--- config.mk ---
export PLATFORM = sky130hd
export DESIGN_NAME = wb_ram_arbiter
export DESIGN_NICKNAME = d
export VERILOG_FILES = /design/src/rtl/wb_arb_pkg.sv /design/src/rtl/wb_arb_timeout.sv /design/src/rtl/wb_ram_arbiter.sv
export SDC_FILE = /design/constraint.sdc
export NUM_CORES = 1
export LEC_CHECK = 0
export BUFFER_PORTS_ARGS = -buffer_cell sky130_fd_sc_hd__buf_4
export CORE_AREA = 2 2 122 124
export CTS_CLUSTER_DIAMETER = 150
export DETAILED_ROUTE_END_ITERATION = 10
export DIE_AREA = 0 0 124 126
export PLACE_DENSITY = 0.44
export SETUP_SLACK_MARGIN = 0.3
export SLEW_MARGIN = 0
export SYNTH_ARGS = -nofsm -noshare
export SYNTH_HDL_FRONTEND = slang
export SYNTH_SLANG_ARGS = --single-unit
--- constraint.sdc ---
create_clock -name i_clk -period 1.5 [get_ports i_clk]
set_input_delay 0.45 -clock i_clk [delete_from_list [all_inputs] [get_ports i_clk]]
set_output_delay 0.45 -clock i_clk [all_outputs]
set_load 0.02 [all_outputs]
--- src/rtl/wb_arb_pkg.sv ---
// wb_arb_pkg - shared types and constants for the Wishbone RAM arbiter.
//   State encoding, owner encoding, default timeout and timeout counter width.
//   Imported by wb_ram_arbiter and wb_arb_timeout.
package wb_arb_pkg;

  typedef enum logic {
    IDLE = 1'b0,
    BUSY = 1'b1
  } wb_arb_state_t;

  localparam logic OWN_M0 = 1'b0;
  localparam logic OWN_M1 = 1'b1;

  localparam int TIMEOUT_CYCLES_DEF = 255;
  localparam int TO_CNT_W           = 16;

endpackage

--- src/rtl/wb_arb_timeout.sv ---
// wb_arb_timeout - BUSY watchdog for wb_ram_arbiter.
//   Counts BUSY cycles without a slave ack. Clears whenever the arbiter is
//   not BUSY, so every grant starts from zero.
// Ports:
//   i_clk, i_rst   clock, synchronous active-high reset
//   i_busy         arbiter is in BUSY
//   i_ack          owner's transfer is being acked this cycle
//   o_timeout      limit reached and no ack this cycle (ack wins)
module wb_arb_timeout
  import wb_arb_pkg::*;
#(
  parameter int TIMEOUT_CYCLES = TIMEOUT_CYCLES_DEF
) (
  input  logic i_clk,
  input  logic i_rst,
  input  logic i_busy,
  input  logic i_ack,
  output logic o_timeout
);

  localparam logic [TO_CNT_W-1:0] LIMIT = TO_CNT_W'(TIMEOUT_CYCLES);

  logic [TO_CNT_W-1:0] r_cnt;

  always_ff @(posedge i_clk) begin
    if (i_rst || !i_busy) begin
      r_cnt <= '0;
    end else if (!i_ack && (r_cnt != LIMIT)) begin
      r_cnt <= r_cnt + TO_CNT_W'(1);
    end
  end

  assign o_timeout = i_busy && (r_cnt == LIMIT) && !i_ack;

endmodule

--- src/rtl/wb_ram_arbiter.sv ---
// wb_ram_arbiter - two-master to one-slave Wishbone arbiter for the SERV
//   firmware RAM. M0 = SERV CPU bus, M1 = host/SPI loader bridge.
//   Round-robin grant held until slave ack; one idle cycle (stb low) after
//   every transfer.
// Handshake: a master raises stb and holds it (with adr/dat/sel/we stable)
//   until it sees ack or err for one cycle; ack/err are combinational from
//   the slave in the completing cycle and are never both high.
// Optional: define WB_ARB_TIMEOUT_EN to build the BUSY watchdog
//   (wb_arb_timeout); otherwise err outputs are tied low.
// Ports:
//   i_clk, i_rst                 clock, synchronous active-high reset
//   i_mX_adr/dat/sel/we/stb      master request (X = 0, 1)
//   o_mX_rdt/ack/err             master response
//   o_s_adr/dat/sel/we/stb       slave request
//   i_s_rdt/ack                  slave response
//   o_dbg_state                  current FSM state
module wb_ram_arbiter
  import wb_arb_pkg::*;
#(
  parameter int AW             = 32,
  parameter int DW             = 32,
  parameter int TIMEOUT_CYCLES = TIMEOUT_CYCLES_DEF
) (
  input  logic            i_clk,
  input  logic            i_rst,
  input  logic [AW-1:0]   i_m0_adr,
  input  logic [DW-1:0]   i_m0_dat,
  input  logic [DW/8-1:0] i_m0_sel,
  input  logic            i_m0_we,
  input  logic            i_m0_stb,
  output logic [DW-1:0]   o_m0_rdt,
  output logic            o_m0_ack,
  output logic            o_m0_err,
  input  logic [AW-1:0]   i_m1_adr,
  input  logic [DW-1:0]   i_m1_dat,
  input  logic [DW/8-1:0] i_m1_sel,
  input  logic            i_m1_we,
  input  logic            i_m1_stb,
  output logic [DW-1:0]   o_m1_rdt,
  output logic            o_m1_ack,
  output logic            o_m1_err,
  output logic [AW-1:0]   o_s_adr,
  output logic [DW-1:0]   o_s_dat,
  output logic [DW/8-1:0] o_s_sel,
  output logic            o_s_we,
  output logic            o_s_stb,
  input  logic [DW-1:0]   i_s_rdt,
  input  logic            i_s_ack,
  output wb_arb_state_t   o_dbg_state
);

  if (TIMEOUT_CYCLES < 2) begin : g_bad_timeout
    $error("wb_ram_arbiter: TIMEOUT_CYCLES must be at least 2");
  end

  wb_arb_state_t r_state;
  logic          r_owner;
  logic          r_last;

  logic w_busy;
  logic w_own_stb;
  logic w_ack;
  logic w_timeout;
  logic w_err;
  logic w_pick;

  assign w_busy    = (r_state == BUSY);
  assign w_own_stb = (r_owner == OWN_M1) ? i_m1_stb : i_m0_stb;
  // Gating with the owner's stb means a late slave ack after the owner
  // abandoned its request is never forwarded.
  assign w_ack     = w_busy & w_own_stb & i_s_ack;
  // On a tie the master that did not win last time is granted.
  assign w_pick    = (i_m0_stb & i_m1_stb) ? ~r_last :
                     (i_m1_stb ? OWN_M1 : OWN_M0);

`ifdef WB_ARB_TIMEOUT_EN
  wb_arb_timeout #(
    .TIMEOUT_CYCLES(TIMEOUT_CYCLES)
  ) u_timeout (
    .i_clk     (i_clk),
    .i_rst     (i_rst),
    .i_busy    (w_busy),
    .i_ack     (w_ack),
    .o_timeout (w_timeout)
  );
`else
  assign w_timeout = 1'b0;
`endif

  assign w_err = w_timeout & w_own_stb;

  always_ff @(posedge i_clk) begin
    if (i_rst) begin
      r_state <= IDLE;
      r_owner <= OWN_M0;
      r_last  <= OWN_M1;
    end else begin
      case (r_state)
        IDLE: begin
          if (i_m0_stb | i_m1_stb) begin
            r_owner <= w_pick;
            r_last  <= w_pick;
            r_state <= BUSY;
          end
        end
        BUSY: begin
          if (w_ack | ~w_own_stb | w_timeout) begin
            r_state <= IDLE;
          end
        end
        default: r_state <= IDLE;
      endcase
    end
  end

  assign o_s_adr = (r_owner == OWN_M1) ? i_m1_adr : i_m0_adr;
  assign o_s_dat = (r_owner == OWN_M1) ? i_m1_dat : i_m0_dat;
  assign o_s_sel = (r_owner == OWN_M1) ? i_m1_sel : i_m0_sel;
  assign o_s_we  = (r_owner == OWN_M1) ? i_m1_we  : i_m0_we;
  assign o_s_stb = w_busy & w_own_stb & ~w_timeout;

  assign o_m0_ack = w_ack & (r_owner == OWN_M0);
  assign o_m1_ack = w_ack & (r_owner == OWN_M1);
  assign o_m0_err = w_err & (r_owner == OWN_M0);
  assign o_m1_err = w_err & (r_owner == OWN_M1);
  assign o_m0_rdt = o_m0_ack ? i_s_rdt : '0;
  assign o_m1_rdt = o_m1_ack ? i_s_rdt : '0;

  assign o_dbg_state = r_state;

endmodule

* After elaboration in Yosys (flattened, before gate mapping) *
Cells that the tools add are included.

storage, ports and cells
  register bits after elaboration = 3
  output and inout port bits = 139

operators by class
  muxes and demuxes = 12
  reductions and logical operators = 1
  bitwise gates (word level) = 11

operators by type and width
  kind              number
  $mux 32           4
  $mux 1            6
  $and 1x1->1       5
  $mux 4            1
  $not 1->1         4
  $or 1x1->1        2
  $pmux 1 s2        1
  $reduce_and 2->1  1

* Logic depth before layout (Yosys ltp) *
Gate-level depths: netlist of run 1.

  word-level depth = 6
  mapped depth = 4
  mapped depth without buffers = 3

* Worst setup path before layout of run 1 *
Ideal clock, no wire load.

  path type = register -> output
  from = register r_state, in the netlist o_dbg_state
  to = output port o_m1_rdt[22]
  path buffers = 1
  slack = -153 ps
  cell stages (with the launch flop) = 4
  data arrival time = 1203 ps
  cell sequence = dfxtp_1 -> nand3_4 -> buf_6 -> nor2_1

on the way
  longest elaborated chain between the ends = 4

RTL lines
  item                       line                   text
  start: declaration         wb_ram_arbiter.sv:56   wb_arb_state_t r_state;
  start signal: assignment   wb_ram_arbiter.sv:94   r_state <= IDLE;
  start signal: assignment   wb_ram_arbiter.sv:103  r_state <= BUSY;
  start signal: assignment   wb_ram_arbiter.sv:108  r_state <= IDLE;
  $and 1x1->1 (2 in series)  wb_ram_arbiter.sv:71   assign w_ack = w_busy & w_own_stb & i_s_ack;
  $and 1x1->1                wb_ram_arbiter.sv:123  assign o_m1_ack = w_ack & (r_owner == OWN_M1);
  $mux 32                    wb_ram_arbiter.sv:127  assign o_m1_rdt = o_m1_ack ? i_s_rdt : '0;
  end: declaration           wb_ram_arbiter.sv:39   output logic [DW-1:0] o_m1_rdt,

No other way between the ends.

* Final worst setup path of run 1 *
  from = register r_owner
  to = output port o_s_sel[2]

on the way
  longest elaborated chain between the ends = 1

RTL lines
  item                      line                   text
  start: declaration        wb_ram_arbiter.sv:57   logic r_owner;
  start signal: assignment  wb_ram_arbiter.sv:101  r_owner <= w_pick;
  $mux 4                    wb_ram_arbiter.sv:118  assign o_s_sel = (r_owner == OWN_M1) ? i_m1_sel : i_m0_sel;
  end: declaration          wb_ram_arbiter.sv:44   output logic [DW/8-1:0] o_s_sel,

No other way between the ends.

==> results.toml, run 1 <==
[status]
status = "finished, violations left"
failed_checks = "negative setup slack"

[placement]
post-dp-hpwl_um = 9750
globalplace.congestion = 0.758
dp.cells = 705
io_buffers = 311

[synth]
synth_enable_flop_cells = 0
syn-mean-instance-area_um2 = 7.44
ys_ff_latch = 3
yosysSeqAreaShare_pct = 3.92
netlist_instances = 206
synth_area_mm2 = 0.00153
synth_top_area_cell = "mux2_2"
synth_cell_type_count = 19
synthArstFlopShare_pct = 0
post-synth-top-count-cell = "mux2_2"
ys.flop_type = "dfxtp_1"
netlist_top_cells_area = "mux2_2 51%, nor2_1 16%, nand2_1 8.1%"
ys_top_cells_by_count = "69 x mux2_2, 66 x nor2_1, 33 x nand2_1, 11 x buf_6"
synth_top_area_share_pct = 50.7
yosysWarnings = 0

[setup_path]
crit_path_start_kind = "flop"
crit_path_end_kind = "output pin"
cp_max_fo = 8
crit_type = "flop to output pin"
r2r_slack_ps = 160
r2r_cells = 5
crit_required_ps = 1050
reg2reg_to = "o_dbg_state$_SDFF_PP0_"
critPathArrivalTime_ps = 1390
crit_start = "r_owner$_SDFFE_PP0P_"
r2r-start = "r_owner$_SDFFE_PP0P_"

[pwr]
vdd_drop_max_mv = 0.351
p_sw_mw = 0.907
p_int_mw = 1.51
p_comb_share_pct = 78.5
leakagePower_nw = 2.78
power_density_mw_per_mm2 = 409
p_clk_share_pct = 17.3
p_seq_share_pct = 4.3
netSwitchingFraction_pct = 37.5

[drt]
drtIter0Drc = 47
vias = 2810
wl_per_cell_um = 15.8
vias_per_cell = 3.89
first_pass_iters = 3
drc = 0
ant_nets = 0
drt_wl_total_um = 11400

[floorplan]
die_y_um = 126
core_mm2 = 0.0143
start_util_pct = 10.7
dieArea_mm2 = 0.0156
ios = 314
rows = 44
fp.dieW_um = 124

[cts]
clock_latency_ps = 220
cts_tree = "done"
clock_sinks = 3
cts_made_buffers = 3
hold_buffers = 0
clk_pin_slew_ps = 30
htreeDepth = 1
clockRootBuffer = "clkbuf_16"
clockBufferDepth = 2

[cells_and_area]
nets = 714
final_cells = 722
area_delta_synth_final_pct = 286
drive_above_1_share_pct = 96.3
num_antenna_cells = 0
finish.utilization_pct = 41.3

[timing]
setup_slack_ps = -335
setup_viol = 136
setup_tns_ps = -40950
drv_slew = 0
finClkSkew_ps = 1.59
fin_crit_sh_pct = 122
period_minus_slack_ps = 1840
rsz0062_at_grt = "true"
hold_viol = 0
max_clock_freq_mhz = 545
worst_hold_slack_ps = 401

[grt]
grt_pass1_vias = 2959
grt_pass1_wl_um = 15900
antenna_found_initial = 0
grt_overflow = 0
grt_start_max_net_pins = 18
track_usage_pct = 13.3

[min_path]
min_path_type = "input pin to flop"
hold_end = "r_owner$_SDFFE_PP0P_"
hold_depth = 2
min_from = "i_rst"

[job]
drv_cap = 0
[kinds of logic (layout without fill, tap and decap cells)]
group | Yosys count | after routing | synth area share, %
AOI/OAI and AO/OA | 3 | 3 | 1.71
buffers and inverters | 22 | 353 | 13.6
DFF | 3 | 3 | 3.92
muxes | 70 | 70 | 51.3
other | 1 | 2 | 0.245
and+or+nand+nor | 107 | 107 | 29.2
[metal layers]
layer / global-route usage [%] / up-vias / share of wire, %
met2: 26.3 / 160 / 56
met4: 2.31 / 0 / 1.4
met1: 13.4 / 1289 / 33
met5: 0 / - / 0
met3: 4.26 / 10 / 9.6
li1: - / 1351 / -
[worst max-delay path by stage]
stage               depth (start not counted)           end  slack, ps
detailed placement                          5  o_m1_rdt[18]       -180
CTS                                         4  o_m0_rdt[22]       -370
global placement                            5  o_m1_rdt[19]       -160
finish                                      4    o_s_sel[2]       -340
floorplan                                   4      o_m0_ack         50
global route                                5      o_m1_ack       -420
[what timing repair did]
| action | CTS | global route |
|---|---|---|
| gates cloned | 2 | 2 |
| gates resized for setup | 124 | 24 |
| setup endpoints to repair | 138 | 138 |
| pin swaps | 12 | 16 |
| buffers inserted | 7 | 2 |
[critical path: stages, from the launching register on]
cell and delay (ps):
dfxtp_4 430, buf_12 140, clkbuf_16 150, mux2_4 300
buf_6 130
[cells in the final DEF, fill, tap and decap left out]
cell / Yosys / routed
inv_1: 2 / 2
mux2_4: 0 / 57
mux2i_2: 0 / 1
conb_1: 1 / 2
nand2_8: 0 / 7
dfxtp_1: 3 / 1
nand3b_4: 1 / 1
clkbuf_1: 0 / 1
nand2_4: 0 / 21
buf_4: 2 / 209
nand2b_1: 1 / 1
dfxtp_4: 0 / 2
nand3_4: 1 / 1
nor2_4: 0 / 64
buf_8: 0 / 2
mux2_2: 69 / 12
nor3b_1: 1 / 1
nor2_2: 4 / 1
o22a_1: 1 / 1
nand2_2: 0 / 1
buf_6: 11 / 120
nor2_1: 66 / 5
a32oi_1: 1 / 1
buf_12: 0 / 12
buf_16: 0 / 2
clkbuf_16: 0 / 5
nand2_1: 33 / 4
a211o_1: 1 / 1
[layout make-up]
class / instances / area [um^2]
well taps: 184 / 230
multi-input cells: 182 / 2230
flip-flops and latches: 3 / 67.6
clock buffers: 4 / 78.8
repair buffers: 347 / 3300
fillers: 1404 / 8400
inverters: 2 / 7.51
[power groups by stage]
stage	Clock, mW	Sequential, mW	Combinational [mW]
after floorplan	0	0.0993	0.905
after global placement	0	0.102	1.66
after detailed placement	0	0.102	1.67
after CTS	0.427	0.104	1.85
after global routing	0.444	0.105	2.00
final	0.417	0.103	1.90
[flip-flops by register name, summed over array words and instances, names as in the netlist]
name and cells:
o_dbg_state 1, r_last 1, r_owner 1
[stage by stage]
step	total power [mW]	setup slack, ps	cell area, um^2
2_1_floorplan	1.00	52.7	2530
3_3_place_gp	1.76	-157	5070
3_5_place_dp	1.77	-175	5070
4_1_cts	2.38	-375	5740
5_1_grt	2.54	-418	5910
6_report	2.42	-335	5910
(Power assumes the default switching activity.)
==> inputs of run 2 (changes only) <==
MAX_ROUTING_LAYER = met4   (was unset)
==> run 2 against run 1 <==
  * The flow still finishes with violations (negative setup slack)
  * Sequential power is essentially flat
  * Routed wire length grew 0.13%
  * Via count grew 0.14%
  * Core utilization is essentially flat
  * Maximum frequency is essentially flat
  * Final cell count is the same
  * Non-clock buffer count is the same
  * Global-route usage grew 0.37 points
  * First-iteration DRC count shrank 17%
  * Combinational power is essentially flat
  * Critical path depth is the same
  * Largest power group unchanged
==> results.toml, run 2 (synthesis gave the netlist of run 1 again) <==
[drt]
drc = 0
wl_per_cell_um = 15.8
drtIter0Drc = 39
vias = 2814
vias_per_cell = 3.90
ant_nets = 0
drt_wl_total_um = 11400
first_pass_iters = 3

[cells_and_area]
final_area_mm2 = 0.00591
layout_commonest_cell = "buf_4"
mostFrequentLayoutCells = "209 x buf_4, 120 x buf_6, 64 x nor2_4"
nets = 714
drive_above_1_share_pct = 96.3
num_antenna_cells = 0
area_delta_synth_final_pct = 285

[timing]
period_minus_slack_ps = 1830
setup_viol = 136
fin_crit_sh_pct = 122
finClkSkew_ps = 1.57
setup_slack_ps = -335
hold_viol = 0
rsz0062_at_grt = "true"
drv_slew = 0
max_clock_freq_mhz = 545

[setup_path]
crit_required_ps = 1050
crit_path_start_kind = "flop"
crit_family = "flip-flops"
crit_path_end_kind = "output pin"
crit_buf_inv = 3
crit_type = "flop to output pin"
crit_cells = 4
slowest_delay_ps = 430
cp_max_fo = 8
critPathArrivalTime_ps = 1380
slowest_stage = "dfxtp_4"
path_cells = "buf_12 > clkbuf_16 > mux2_4 > buf_6"
r2r_cells = 5

[min_path]
min_path_type = "input pin to flop"
hold_depth = 2

[grt]
antenna_found_initial = 0
track_usage_pct = 13.7
grt_start_max_net_pins = 18
grt_pass1_vias = 2958
grt_pass1_wl_um = 15900
grt_overflow = 0

[placement]
io_buffers = 311
post-dp-hpwl_um = 9750
globalplace.congestion = 0.768
placed_area_mm2 = 0.00507

[cts]
htreeDepth = 1
clockRootBuffer = "clkbuf_16"
clock_latency_ps = 220
clock_sinks = 3
clk_pin_slew_ps = 30
cts_made_buffers = 3
clockBufferDepth = 2
cts_tree = "done"

[status]
status = "finished, violations left"
failed_checks = "negative setup slack"

[pwr]
power_density_mw_per_mm2 = 409
p_total_mw = 2.42
leakagePower_nw = 2.78
vdd_drop_max_mv = 0.351

[floorplan]
dieArea_mm2 = 0.0156
ios = 314
start_util_pct = 10.7
rows = 44
fp.dieW_um = 124
core_mm2 = 0.0143
die_y_um = 126

[job]
drv_cap = 0
[run 2: changes by cell type in the layout (fill, tap and decap cells not counted)]
cell,change
buf_12,-1
buf_8,+1
[run 2: where the power goes]
part / leakage, nW / internal, mW / switching [mW] / total, mW
Sequential: 0.0262 / 0.0875 / 0.0156 / 0.103
Clock: 0.0382 / 0.350 / 0.0670 / 0.417
Combinational: 2.71 / 1.07 / 0.825 / 1.90
Total: 2.78 / 1.51 / 0.907 / 2.42
[run 2: what timing repair did]
action                     in CTS  in global routing
resized for setup             124                 23
setup endpoints to repair     138                138
cloned                          2                  2
setup buffers                   7                  2
pin swaps                      12                 16
hold buffers                    0                  0
[run 2: stage by stage]
stage                     hold slack, ps  utilization (%)  setup WS [ps]  setup TNS, ps  std cells
after floorplan                      459                -           52.7              0        207
after global placement               467             35.5           -157         -13780        705
after detailed placement             486             35.5           -175         -15220        705
after CTS                            397             40.1           -375         -43650        718
after global routing                 398             41.3           -418         -49510        722
final                                401             41.3           -335         -40900        722
[run 2: worst reg2reg max path: cells and delay by family, from the launching register on]
family / cells / cell delay (ps)
simple gates: 1 / 40
mux: 1 / 270
compound gates: 1 / 120
buf+inv: 2 / 370
flops: 1 / 430
[run 2: final cells by class]
| type | instances | area (um^2) |
|---|---|---|
| Clock buffer | 4 | 78.8 |
| Fill cell | 1404 | 8410 |
| Inverter | 2 | 7.51 |
| Multi-Input combinational cell | 182 | 2230 |
| Sequential cell | 3 | 67.6 |
| Tap cell | 184 | 230 |
| Timing Repair Buffer | 347 | 3290 |
[run 2: layer usage]
| metal | vias to the layer above | share of wire [%] | wire length [um] | track usage, % |
|---|---|---|---|---|
| met5 | - | 0 | 0 | - |
| met1 | 1291 | 34 | 3890 | 13.8 |
| met3 | 10 | 8.7 | 990 | 3.58 |
| li1 | 1353 | - | - | - |
| met2 | 160 | 56 | 6370 | 26.3 |
| met4 | 0 | 1.4 | 163 | 2.31 |
[run 2: worst paths after layout]
| path | start | endpoint | slack, ps |
|---|---|---|---|
| worst max-delay path | r_owner$_SDFFE_PP0P_ | o_s_sel[2] | -330 |
| worst min register to register | r_last$_SDFFE_PP1P_ | r_last$_SDFFE_PP1P_ | 500 |
| worst max register to register | r_owner$_SDFFE_PP0P_ | o_dbg_state$_SDFF_PP0_ | 160 |
| worst min-delay path | i_rst | r_owner$_SDFFE_PP0P_ | 400 |
==> inputs of run 3 (changes only) <==
ABC_AREA = 1   (was unset)
CORE_AREA = 2 2 121 123   (was 2 2 122 124)
CTS_BUF_LIST = sky130_fd_sc_hd__clkbuf_4 sky130_fd_sc_hd__clkbuf_8   (was unset)
DIE_AREA = 0 0 123 125   (was 0 0 124 126)
==> run 3 against run 2 <==
  * The flow still finishes with violations (negative setup slack)
  * Maximum frequency rose by 1.8%
  * Combinational power shrank 10%
  * Core utilization shrank 2.5 points
  * Total power shrank 15%
  * First-iteration DRC count grew 120%
  * Critical path depth increased by 2
  * Hold slack worse by 2.6 ps
  * Global-route usage is 0.73 points lower
  * Clock skew about the same
  * Final cell count rose by 19%
  * Sequential power is 5% lower
  * Count of clock-buffer cells in the layout is the same
  * Largest power group unchanged
==> results.toml, run 3 <==
[cells_and_area]
layout_commonest_cell = "buf_4"
mostFrequentLayoutCells = "251 x buf_4, 130 x nand2_1, 71 x buf_6"
final_cells = 857
num_antenna_cells = 0
area_delta_synth_final_pct = 262
finish.utilization_pct = 38.7
drive_above_1_share_pct = 74.0
nets = 849
final_area_mm2 = 0.00550

[synth]
syn-mean-instance-area_um2 = 4.34
netlist_top_cells_area = "nand2_1 52%, nor2_2 12%, inv_1 8.9%"
yosysSeqAreaShare_pct = 3.95
netlist_instances = 350
synth_area_mm2 = 0.00152
ys.flop_type = "dfxtp_1"
synth_enable_flop_cells = 0
ys_top_cells_by_count = "211 x nand2_1, 36 x inv_1, 35 x nor2_1, 29 x nor2_2, 11 x clkbuf_1"
yosysWarnings = 0
ys_ff_latch = 3
synth_cell_type_count = 18
synth_top_area_share_pct = 52.1
post-synth-top-count-cell = "nand2_1"
synthArstFlopShare_pct = 0
synth_top_area_cell = "nand2_1"

[drt]
drc = 0
drtIter0Drc = 86
vias = 3237
drt_wl_total_um = 11400
ant_nets = 0
first_pass_iters = 4
vias_per_cell = 3.78
wl_per_cell_um = 13.3

[grt]
grt_start_max_net_pins = 45
antenna_found_initial = 0
grt_pass1_vias = 3142
grt_overflow = 0
grt_pass1_wl_um = 15600
track_usage_pct = 12.9

[setup_path]
crit_required_ps = 1050
reg2reg_to = "r_owner$_SDFFE_PP0P_"
crit_type = "flop to output pin"
crit_path_start_kind = "flop"
r2r_cells = 4
critPathArrivalTime_ps = 1350
r2r-start = "r_owner$_SDFFE_PP0P_"
cp_max_fo = 5
r2r_slack_ps = 460
crit_path_end_kind = "output pin"

[status]
failed_checks = "negative setup slack"
status = "finished, violations left"

[pwr]
p_comb_share_pct = 82.9
p_clk_share_pct = 12.4
p_int_mw = 1.14
vdd_drop_max_mv = 0.170
p_seq_share_pct = 4.7
power_density_mw_per_mm2 = 374
p_sw_mw = 0.922
netSwitchingFraction_pct = 44.8
leakagePower_nw = 2.92

[cts]
clock_sinks = 3
clockBufferDepth = 2
clk_pin_slew_ps = 30
hold_buffers = 0
clock_latency_ps = 210
cts_tree = "done"
htreeDepth = 1
clockRootBuffer = "clkbuf_8"
cts_made_buffers = 3

[min_path]
min_from = "i_rst"
hold_end = "o_dbg_state$_SDFF_PP0_"
hold_depth = 2
min_path_type = "input pin to flop"

[timing]
setup_slack_ps = -303
worst_hold_slack_ps = 399
period_minus_slack_ps = 1800
rsz0062_at_grt = "true"
finClkSkew_ps = 1.21
setup_viol = 136
drv_slew = 0
hold_viol = 0
max_clock_freq_mhz = 555
fin_crit_sh_pct = 120

[placement]
io_buffers = 311
dp.cells = 841
placed_area_mm2 = 0.00475
post-dp-hpwl_um = 8560
globalplace.congestion = 0.855

[floorplan]
ios = 314
die_y_um = 125
fp.dieW_um = 123
start_util_pct = 10.7
rows = 44
dieArea_mm2 = 0.0154
core_mm2 = 0.0142

[job]
drv_cap = 0
-- run 3: cell count changes in the layout (fill, tap and decap cells not counted), moves of 4 or more --
cell / before / now
buf_12: 11 / 7
buf_4: 209 / 251
buf_6: 120 / 71
inv_1: 2 / 34
mux2_2: 12 / 0
mux2_4: 57 / 0
nand2_1: 4 / 130
nand2_2: 1 / 61
nand2_8: 7 / 0
nor2_1: 5 / 0
-- run 3: cells by family (layout without fill, tap and decap cells) --
group	count (synthesis)	after routing	synth area share, %
AOI/OAI and AO/OA	4	4	1.32
buffers and inverters	60	382	18.0
DFF	3	3	3.95
other	1	2	0.247
and+or+nand+nor	282	282	76.5
-- run 3: what timing repair did --
item	4_1_cts	5_1_grt
endpoints found under the setup margin	138	137
resized for setup	59	57
gates cloned	3	6
setup buffers	2	1
-- run 3: how the worst max path moves through the flow --
stage / cells past startpoint / from / to / slack [ps]
after global routing: 7 / r_owner$_SDFFE_PP0P_ / o_m0_rdt[0] / -370
after CTS: 6 / r_owner$_SDFFE_PP0P_ / o_m0_rdt[0] / -320
after floorplan: 3 / o_dbg_state$_SDFF_PP0_ / o_m1_rdt[22] / -40
after global placement: 7 / i_m1_stb / o_m0_rdt[31] / -240
after detailed placement: 6 / i_s_ack / o_m1_rdt[21] / -240
final: 6 / r_owner$_SDFFE_PP0P_ / o_s_dat[30] / -300
-- run 3: metal layers --
layer | wire length (um) | global-route usage [%]
met5 | 0 | -
met4 | 110 | 2.01
met2 | 6320 | 25.5
met1 | 3940 | 13.1
met3 | 1020 | 2.55
-- run 3: critical path, stage by stage, from the launching register on --
cell and delay (ps):
dfxtp_4 370, inv_8 80, buf_6 160, bufbuf_16 290
nand2_4 50, nand2_4 50, buf_4 130
-- run 3: final cells by class --
cell class	instances	area, um^2
Fill cell	1459	8700
Timing Repair Buffer	341	3110
Multi-Input combinational cell	288	1900
Tap cell	184	230
Inverter	37	146
Sequential cell	3	67.6
Clock buffer	4	48.8
-- run 3: power by group through the flow --
stage               sequential [mW]  combinational [mW]  clock [mW]
floorplan                    0.0974               0.797           0
global placement              0.100                1.56           0
detailed placement            0.100                1.56           0
CTS                          0.0979                1.65       0.263
global route                 0.0989                1.82       0.272
finish                       0.0977                1.71       0.254
-- run 3: metrics by stage --
step                      worst slack [ps]  setup TNS, ps  total power [mW]
final                                 -303         -30620              2.06
after global routing                  -365         -39210              2.19
after CTS                             -318         -35350              2.01
after detailed placement              -238         -22920              1.66
after global placement                -239         -22500              1.66
after floorplan                      -40.4          -1820             0.894
